File: config.mk
export PLATFORM = sky130hd
export DESIGN_NAME = serial_add16
export DESIGN_NICKNAME = d
export VERILOG_FILES = /design/src/rtl/serial_add16.sv
export SDC_FILE = /design/constraint.sdc
export NUM_CORES = 1
export LEC_CHECK = 0
export BUFFER_PORTS_ARGS = -buffer_cell sky130_fd_sc_hd__buf_2
export CORE_ASPECT_RATIO = 1.2
export CORE_MARGIN = 2
export CORE_UTILIZATION = 55
export CTS_BUF_LIST = sky130_fd_sc_hd__clkbuf_8 sky130_fd_sc_hd__clkbuf_16
export CTS_CLUSTER_SIZE = 8
export DETAILED_ROUTE_END_ITERATION = 6
export PLACE_DENSITY = 0.74
export SYNTH_ARGS = -nofsm -noshare
export SYNTH_HDL_FRONTEND = slang
export SYNTH_SLANG_ARGS = --single-unit
File: constraint.sdc
create_clock -name clk -period 2.38 [get_ports clk]
set_clock_uncertainty 0.15 [all_clocks]
set_input_delay 0.476 -clock clk [delete_from_list [all_inputs] [get_ports clk]]
set_output_delay 0.476 -clock clk [all_outputs]
set_load 0.005 [all_outputs]
File: src/rtl/serial_add16.sv
// Bit-serial add/subtract around a single add1b full adder, LSB first, start/done handshake.
// Define SERIAL_ADD_OVF_EN to build the two's-complement overflow flag; otherwise ovf is tied to 0.

module add1b (
   input  logic a,
   input  logic b,
   input  logic ci,
   output logic r,
   output logic co
);

   assign r  = a ^ b ^ ci;
   assign co = (a & b) | (ci & (a ^ b));

endmodule

module serial_add16 #(
   parameter int WIDTH = 16
) (
   input  logic             clk,
   input  logic             rst_n,
   input  logic             start,
   input  logic             op,
   input  logic [WIDTH-1:0] a,
   input  logic [WIDTH-1:0] b,
   input  logic             ci,
   output logic             busy,
   output logic             done,
   output logic [WIDTH-1:0] r,
   output logic             co,
   output logic             ovf
);

   localparam int CW = $clog2(WIDTH);
   localparam logic [CW-1:0] LAST_BIT = CW'(WIDTH - 1);

   typedef enum logic [1:0] {
      IDLE = 2'd0,
      RUN  = 2'd1,
      DONE = 2'd2
   } state_e;

   state_e           state_q, state_d;
   logic [WIDTH-1:0] a_sh_q, a_sh_d;
   logic [WIDTH-1:0] b_sh_q, b_sh_d;
   logic [WIDTH-1:0] res_sh_q, res_sh_d;
   logic [CW-1:0]    cnt_q, cnt_d;
   logic             c_q, c_d;
   logic             busy_q, busy_d;
   logic             done_q, done_d;
   logic [WIDTH-1:0] r_q, r_d;
   logic             co_q, co_d;

   logic add_r;
   logic add_co;

   add1b u_add1b (
      .a  (a_sh_q[0]),
      .b  (b_sh_q[0]),
      .ci (c_q),
      .r  (add_r),
      .co (add_co)
   );

`ifdef SERIAL_ADD_OVF_EN
   localparam logic [CW-1:0] MSB_IN_BIT = CW'(WIDTH - 2);

   // Carry into the MSB is captured when bit WIDTH-2 is consumed.
   logic c_msb_q, c_msb_d;
   logic ovf_q, ovf_d;

   always_comb begin
      c_msb_d = c_msb_q;
      ovf_d   = ovf_q;
      if (state_q == RUN) begin
         if (cnt_q == MSB_IN_BIT) begin
            c_msb_d = add_co;
         end
         if (cnt_q == LAST_BIT) begin
            ovf_d = c_msb_q ^ add_co;
         end
      end
   end

   always_ff @(posedge clk or negedge rst_n) begin
      if (!rst_n) begin
         c_msb_q <= 1'b0;
         ovf_q   <= 1'b0;
      end else begin
         c_msb_q <= c_msb_d;
         ovf_q   <= ovf_d;
      end
   end

   assign ovf = ovf_q;
`else
   assign ovf = 1'b0;
`endif

   // NOTE: every variable gets a default at the top of the block so no path leaves one unassigned (no latches).
   always_comb begin
      state_d  = state_q;
      a_sh_d   = a_sh_q;
      b_sh_d   = b_sh_q;
      res_sh_d = res_sh_q;
      cnt_d    = cnt_q;
      c_d      = c_q;
      busy_d   = busy_q;
      done_d   = 1'b0;
      r_d      = r_q;
      co_d     = co_q;

      unique case (state_q)
         IDLE: begin
            if (start) begin
               a_sh_d  = a;
               b_sh_d  = op ? ~b : b;
               c_d     = op ? 1'b1 : ci;
               cnt_d   = '0;
               busy_d  = 1'b1;
               state_d = RUN;
            end
         end

         RUN: begin
            a_sh_d   = {1'b0, a_sh_q[WIDTH-1:1]};
            b_sh_d   = {1'b0, b_sh_q[WIDTH-1:1]};
            res_sh_d = {add_r, res_sh_q[WIDTH-1:1]};
            c_d      = add_co;
            cnt_d    = cnt_q + 1'b1;
            if (cnt_q == LAST_BIT) begin
               r_d     = {add_r, res_sh_q[WIDTH-1:1]};
               co_d    = add_co;
               busy_d  = 1'b0;
               done_d  = 1'b1;
               state_d = DONE;
            end
         end

         DONE: begin
            state_d = IDLE;
         end

         default: begin
            state_d = IDLE;
            busy_d  = 1'b0;
         end
      endcase
   end

   // NOTE: sequential state uses non-blocking assignments so all flops update from pre-edge values.
   always_ff @(posedge clk or negedge rst_n) begin
      if (!rst_n) begin
         state_q  <= IDLE;
         a_sh_q   <= '0;
         b_sh_q   <= '0;
         res_sh_q <= '0;
         cnt_q    <= '0;
         c_q      <= 1'b0;
         busy_q   <= 1'b0;
         done_q   <= 1'b0;
         r_q      <= '0;
         co_q     <= 1'b0;
      end else begin
         state_q  <= state_d;
         a_sh_q   <= a_sh_d;
         b_sh_q   <= b_sh_d;
         res_sh_q <= res_sh_d;
         cnt_q    <= cnt_d;
         c_q      <= c_d;
         busy_q   <= busy_d;
         done_q   <= done_d;
         r_q      <= r_d;
         co_q     <= co_d;
      end
   end

   assign busy = busy_q;
   assign done = done_q;
   assign r    = r_q;
   assign co   = co_q;

endmodule

==> flow_summary.yaml, run 1 <==
die:
  fp-row-count: 31
  die_h_microns: 90.5
  dieArea_sq_um: 6890
  die_w_microns: 76.1
  initial_core_util: 0.567
  io_pins: 57
  coreArea_sq_um: 6050
drt:
  wire_per_inst_microns: 14.0
  firstDrtPassIters: 4
  routed_wirelength_microns: 6410
  ant_nets: 0
  vias_per_cell: 5.39
  drt_iter0_markers: 134
  drc_errors: 0
  vias: 2468
clock_network:
  clock_sinks: 73
  worstSkewPairLatency_ns: 0.33
  cts_tree: "yes"
  clock_path_buffers: 2
  post_cts_buffers: 0
  post_cts_resized: 0
  clk_pin_slew_ns: 0.08
  cts_buffers: 9
  h-tree-depth: 3
  clockRootBuffer: "clkbuf_8"
  hold_buffers: 1
cells_and_area:
  final_common_cell: "dfrtp_1"
  final_cell_mix: "73 x dfrtp_1, 57 x nand2_1, 55 x buf_2"
  final_area_sq_um: 3980
  finalNonFillerCells: 458
  antenna_cells: 0
  drive_gt1_frac: 0.279
  nets: 411
  area_delta_synth_final_pct: 15.9
timing:
  fmax_mhz: 537
  hold_viol: 0
  worst_pin_slew_ns: 0.543
  fin_crit_ns: 1.86
  slew_violations: 0
  relSlewSlack: 0.637
  rsz0062_at_grt: "no"
  tns_ns: 0
  period_share: 0.782
  setup_viol: 0
placement:
  gp_congestion: 0.740
  place.port_buffers: 55
  placed_cells: 442
  dpl.hpwl_microns: 4250
  placed_cell_area_sq_um: 3750
logic_synthesis:
  yosysTopAreaCellShare: 0.532
  async_flop_share: 1.00
  synth.area.top_cells: "dfrtp_1 53%, nand2_1 6.2%, a22oi_1 4.6%, mux2_4 3.9%, nor2b_1 3.5%"
  synth_edf_count: 0
  syn_inst: 319
  ys_seq_area_frac: 0.532
  ys_types: 36
  avgSynthCellArea_sq_um: 10.8
  synth_nets: 358
  yosys_warnings: 0
  syn-cell-area_sq_um: 3430
  ys.flop_type: "dfrtp_1"
  synth_area_leader_cell: "dfrtp_1"
  ys_seq_elements: 73
setup_path:
  start_kind: "flip-flop"
  path_buf_inv: 1
  critPathMaxStageDelay_ns: 0.63
  crit_fanout: 18
  path_cells: "nand2b_1, nor2_4, buf_4, mux2_2"
  cp.arrival_ns: 1.92
  critPathRequiredTime_ns: 2.44
  slowest_stage: "dfrtp_1"
  path_class: "reg2reg"
  crit_path_end_kind: "flip-flop"
  path_delay_family: "flip-flops"
global_routing:
  antenna_found_initial: 0
  grt_overflow_total: 0
  grt_pass1_wl_microns: 11400
  track_usage: 0.204
  grt_pass1_vias: 2446
  grt_max_degree: 53
run:
  drv_cap: 0
power_and_ir_drop:
  power_frac_clock: 0.218
  power_w: 0.00467
  p_leak_nw: 1.89
  p_per_area_nw_per_um2: 1170
  sw_frac_of_total: 0.339
  intPower_w: 0.00309
  pwr-share-seq: 0.447
  vdd_ir_drop_max_v: 0.000550
  combPwrFrac: 0.335
  p_sw_w: 0.00158
outcome:
  outcome: "finished clean"
hold_path:
  min_path_type: "in2reg"
==> routing by layer <==
| metal | up-vias | track usage | wire [microns] | share of wire |
|---|---|---|---|---|
| li1 | 1217 | - | - | - |
| met1 | 1188 | 0.279 | 2960 | 0.46 |
| met2 | 57 | 0.338 | 3140 | 0.49 |
| met3 | 6 | 0.0280 | 260 | 0.041 |
| met4 | 0 | 0.0682 | 56 | 0.0087 |
| met5 | - | 0 | 0 | 0 |
==> path summary, 6_finish.rpt <==
| kind | start | to | slack (ns) | cells after the start |
|---|---|---|---|---|
| max in group asynchronous | rst_n | b_sh_q[7]$_DFFE_PN0P_ | 0.93 | 3 |
| min in group asynchronous | rst_n | a_sh_q[11]$_DFFE_PN0P_ | 0.50 | 2 |
| max | state_q[0]$_DFFE_PN0P_ | r[3]$_DFFE_PN0P_ | 0.52 | 4 |
| min reg2reg | res_sh_q[1]$_DFFE_PN0P_ | res_sh_q[1]$_DFFE_PN0P_ | 0.34 | 2 |
| max reg2reg | state_q[0]$_DFFE_PN0P_ | r[3]$_DFFE_PN0P_ | 0.52 | 4 |
| min | a[13] | a_sh_q[13]$_DFFE_PN0P_ | 0.27 | 3 |
==> logic make-up after synthesis <==
logic type	after synthesis	synth area share
mux	18	0.0689
compound gates	88	0.175
xor+xnor	16	0.0408
flops	73	0.532
fa+ha+maj	2	0.00948
simple gates	91	0.124
buf+inv	30	0.0489
other cells	1	0.00109
==> power by group through the flow <==
| stage | Sequential (W) | Clock [W] | Combinational, W |
|---|---|---|---|
| after floorplan | 0.00202 | 0 | 0.00119 |
| after global placement | 0.00209 | 0 | 0.00153 |
| after detailed placement | 0.00211 | 0 | 0.00158 |
| after CTS | 0.00209 | 0.00104 | 0.00159 |
| after global routing | 0.00217 | 0.00110 | 0.00179 |
| final | 0.00209 | 0.00102 | 0.00156 |
==> Yosys cell counts (4+ instances only) <==
cell,instances
a21oi_1,18
a221o_1,7
a22oi_1,21
buf_2,10
buf_4,5
clkbuf_1,7
dfrtp_1,73
inv_1,6
mux2_2,9
mux2_4,9
nand2_1,57
nor2_1,5
nor2b_1,19
o211ai_1,5
o21ai_0,22
o32ai_1,6
xnor2_1,12
xor2_1,4
==> registers in the layout (all words and copies together) (netlist names) <==
register	flops
done	1
c_q	1
a_sh_q	16
b_sh_q	16
busy	1
state_q	2
co	1
res_sh_q	15
cnt_q	4
r	16
==> worst reg2reg max path, cell delays in order (launching register included) <==
cell,delay [ns]
dfrtp_1,0.63
nand2b_1,0.18
nor2_4,0.12
buf_4,0.28
mux2_2,0.38
==> metrics by stage <==
stage           util  hold slack (ns)  setup WS [ns]
2_1_floorplan      -           0.0304          0.718
3_3_place_gp   0.620            0.319          0.561
3_5_place_dp   0.620            0.320          0.504
4_1_cts        0.657            0.261          0.497
5_1_grt        0.657            0.281          0.422
6_report       0.657            0.265          0.518
==> area by class of cell <==
type / count / area (sq um)
Clock buffer: 13 / 179
Clock inverter: 2 / 35.0
Fill cell: 504 / 2070
Inverter: 6 / 22.5
Multi-Input combinational cell: 216 / 1440
Sequential cell: 73 / 1830
Tap cell: 82 / 103
Timing Repair Buffer: 66 / 373
No activity file was read; power rests on OpenSTA's default activity.
==> run 2: changes to the inputs <==
==> constraint.sdc (replaced) <==
create_clock -name clk -period 1.9 [get_ports clk]
set_clock_uncertainty 0.15 [all_clocks]
set_input_delay 0.38 -clock clk [delete_from_list [all_inputs] [get_ports clk]]
set_output_delay 0.38 -clock clk [all_outputs]
set_load 0.005 [all_outputs]
==> flow_summary.yaml, run 2 (synthesis results as in run 1) <==
drt:
  vias: 2553
  drt_iter0_markers: 124
  drc_errors: 0
  wire_per_inst_microns: 14.3
  vias_per_cell: 5.53
  firstDrtPassIters: 4
  routed_wirelength_microns: 6610
  ant_nets: 0
die:
  dieArea_sq_um: 6890
  initial_core_util: 0.567
  die_w_microns: 76.1
  io_pins: 57
  fp-row-count: 31
  coreArea_sq_um: 6050
  die_h_microns: 90.5
clock_network:
  worstSkewPairLatency_ns: 0.34
  post_cts_resized: 0
  clock_path_buffers: 2
  h-tree-depth: 3
  cts_buffers: 9
  clk_pin_slew_ns: 0.07
  clockRootBuffer: "clkbuf_8"
  cts_tree: "yes"
  clock_sinks: 73
setup_path:
  cp.arrival_ns: 1.78
  crit_path_end_kind: "flip-flop"
  critPathRequiredTime_ns: 1.97
  start_kind: "flip-flop"
  crit_fanout: 18
  rr_worst_depth: 5
  path_cells: "ha_1, nand3_1, nor2_4, buf_12, mux2_2"
  critPathMaxStageDelay_ns: 0.38
  path_class: "reg2reg"
  slowest_stage: "dfrtp_1"
cells_and_area:
  final_common_cell: "dfrtp_1"
  drive_gt1_frac: 0.287
  nets: 415
  final_cell_mix: "73 x dfrtp_1, 57 x nand2_1, 55 x buf_2"
  antenna_cells: 0
  final_area_sq_um: 4010
  area_delta_synth_final_pct: 17.0
placement:
  place.port_buffers: 55
  gp_congestion: 0.743
  placed_cell_area_sq_um: 3800
  dpl.hpwl_microns: 4370
  dp_slack_ns: 0.202
timing:
  tns_ns: 0
  slew_violations: 0
  rsz0062_at_grt: "no"
  period_share: 0.898
  setup_viol: 0
  fin_crit_ns: 1.71
  fmax_mhz: 586
  hold_viol: 0
  timing.final.ws_setup_ns: 0.194
run:
  drv_cap: 0
hold_path:
  min_path_type: "in2reg"
  holdPathStages: 3
outcome:
  outcome: "finished clean"
global_routing:
  grt_max_degree: 74
  grt_pass1_vias: 2536
  track_usage: 0.212
  antenna_found_initial: 0
  grt_overflow_total: 0
  grt_pass1_wl_microns: 11800
power_and_ir_drop:
  p_per_area_nw_per_um2: 1470
  p_leak_nw: 1.92
  vdd_ir_drop_max_v: 0.000734
-- run 2: final timing paths --
path / end / startpoint / slack, ns
worst max-delay path: co$_DFFE_PN0P_ / cnt_q[0]$_DFFE_PN0P_ / 0.19
worst min-delay path: a_sh_q[10]$_DFFE_PN0P_ / a[10] / 0.17
worst max register to register: co$_DFFE_PN0P_ / cnt_q[0]$_DFFE_PN0P_ / 0.19
worst min register to register: res_sh_q[3]$_DFFE_PN0P_ / res_sh_q[4]$_DFFE_PN0P_ / 0.34
max in group asynchronous: a_sh_q[1]$_DFFE_PN0P_ / rst_n / 0.85
min in group asynchronous: res_sh_q[10]$_DFFE_PN0P_ / rst_n / 0.45
-- run 2: layer usage --
layer | share of wire | vias to the layer above | GRT usage
li1 | - | 1231 | -
met4 | 0.026 | 0 | 0.100
met5 | 0 | - | 0
met2 | 0.48 | 60 | 0.339
met1 | 0.46 | 1244 | 0.282
met3 | 0.038 | 18 | 0.0390
-- run 2: layout make-up --
cell class                      instances  area, sq um
Fill cell                             484         2040
Sequential cell                        73         1830
Multi-Input combinational cell        216         1440
Timing Repair Buffer                   70          415
Clock buffer                            9          124
Tap cell                               82          103
Clock inverter                          6         83.8
Inverter                                6         22.5
-- run 2: timing repair --
action                    4_1_cts  5_1_grt
hold endpoints to repair       73        0
buffers inserted                0        0
hold buffers                    1        0
-- run 2: metrics by stage --
step | utilization | hold slack [ns] | cells | power (W)
2_1_floorplan | - | -0.0656 | 319 | 0.00402
3_3_place_gp | 0.627 | 0.290 | 446 | 0.00459
3_5_place_dp | 0.627 | 0.288 | 446 | 0.00468
4_1_cts | 0.663 | 0.158 | 462 | 0.00597
5_1_grt | 0.663 | 0.182 | 462 | 0.00639
6_report | 0.663 | 0.171 | 462 | 0.00591
-- run 2: worst max-delay path, delay by kind of cell (launching register included) --
family	cells	cell delay, ns
adders and majority gates	1	0.20
buffers and inverters	1	0.18
DFF	1	0.38
muxes	1	0.35
and+or+nand+nor	2	0.33
-- run 2: power breakdown --
group	switching (W)	leakage (nW)	internal [W]	total (W)
combinational	0.00102	0.857	0.000994	0.00201
sequential	0.000457	0.950	0.00217	0.00262
clock	0.000544	0.109	0.000727	0.00127
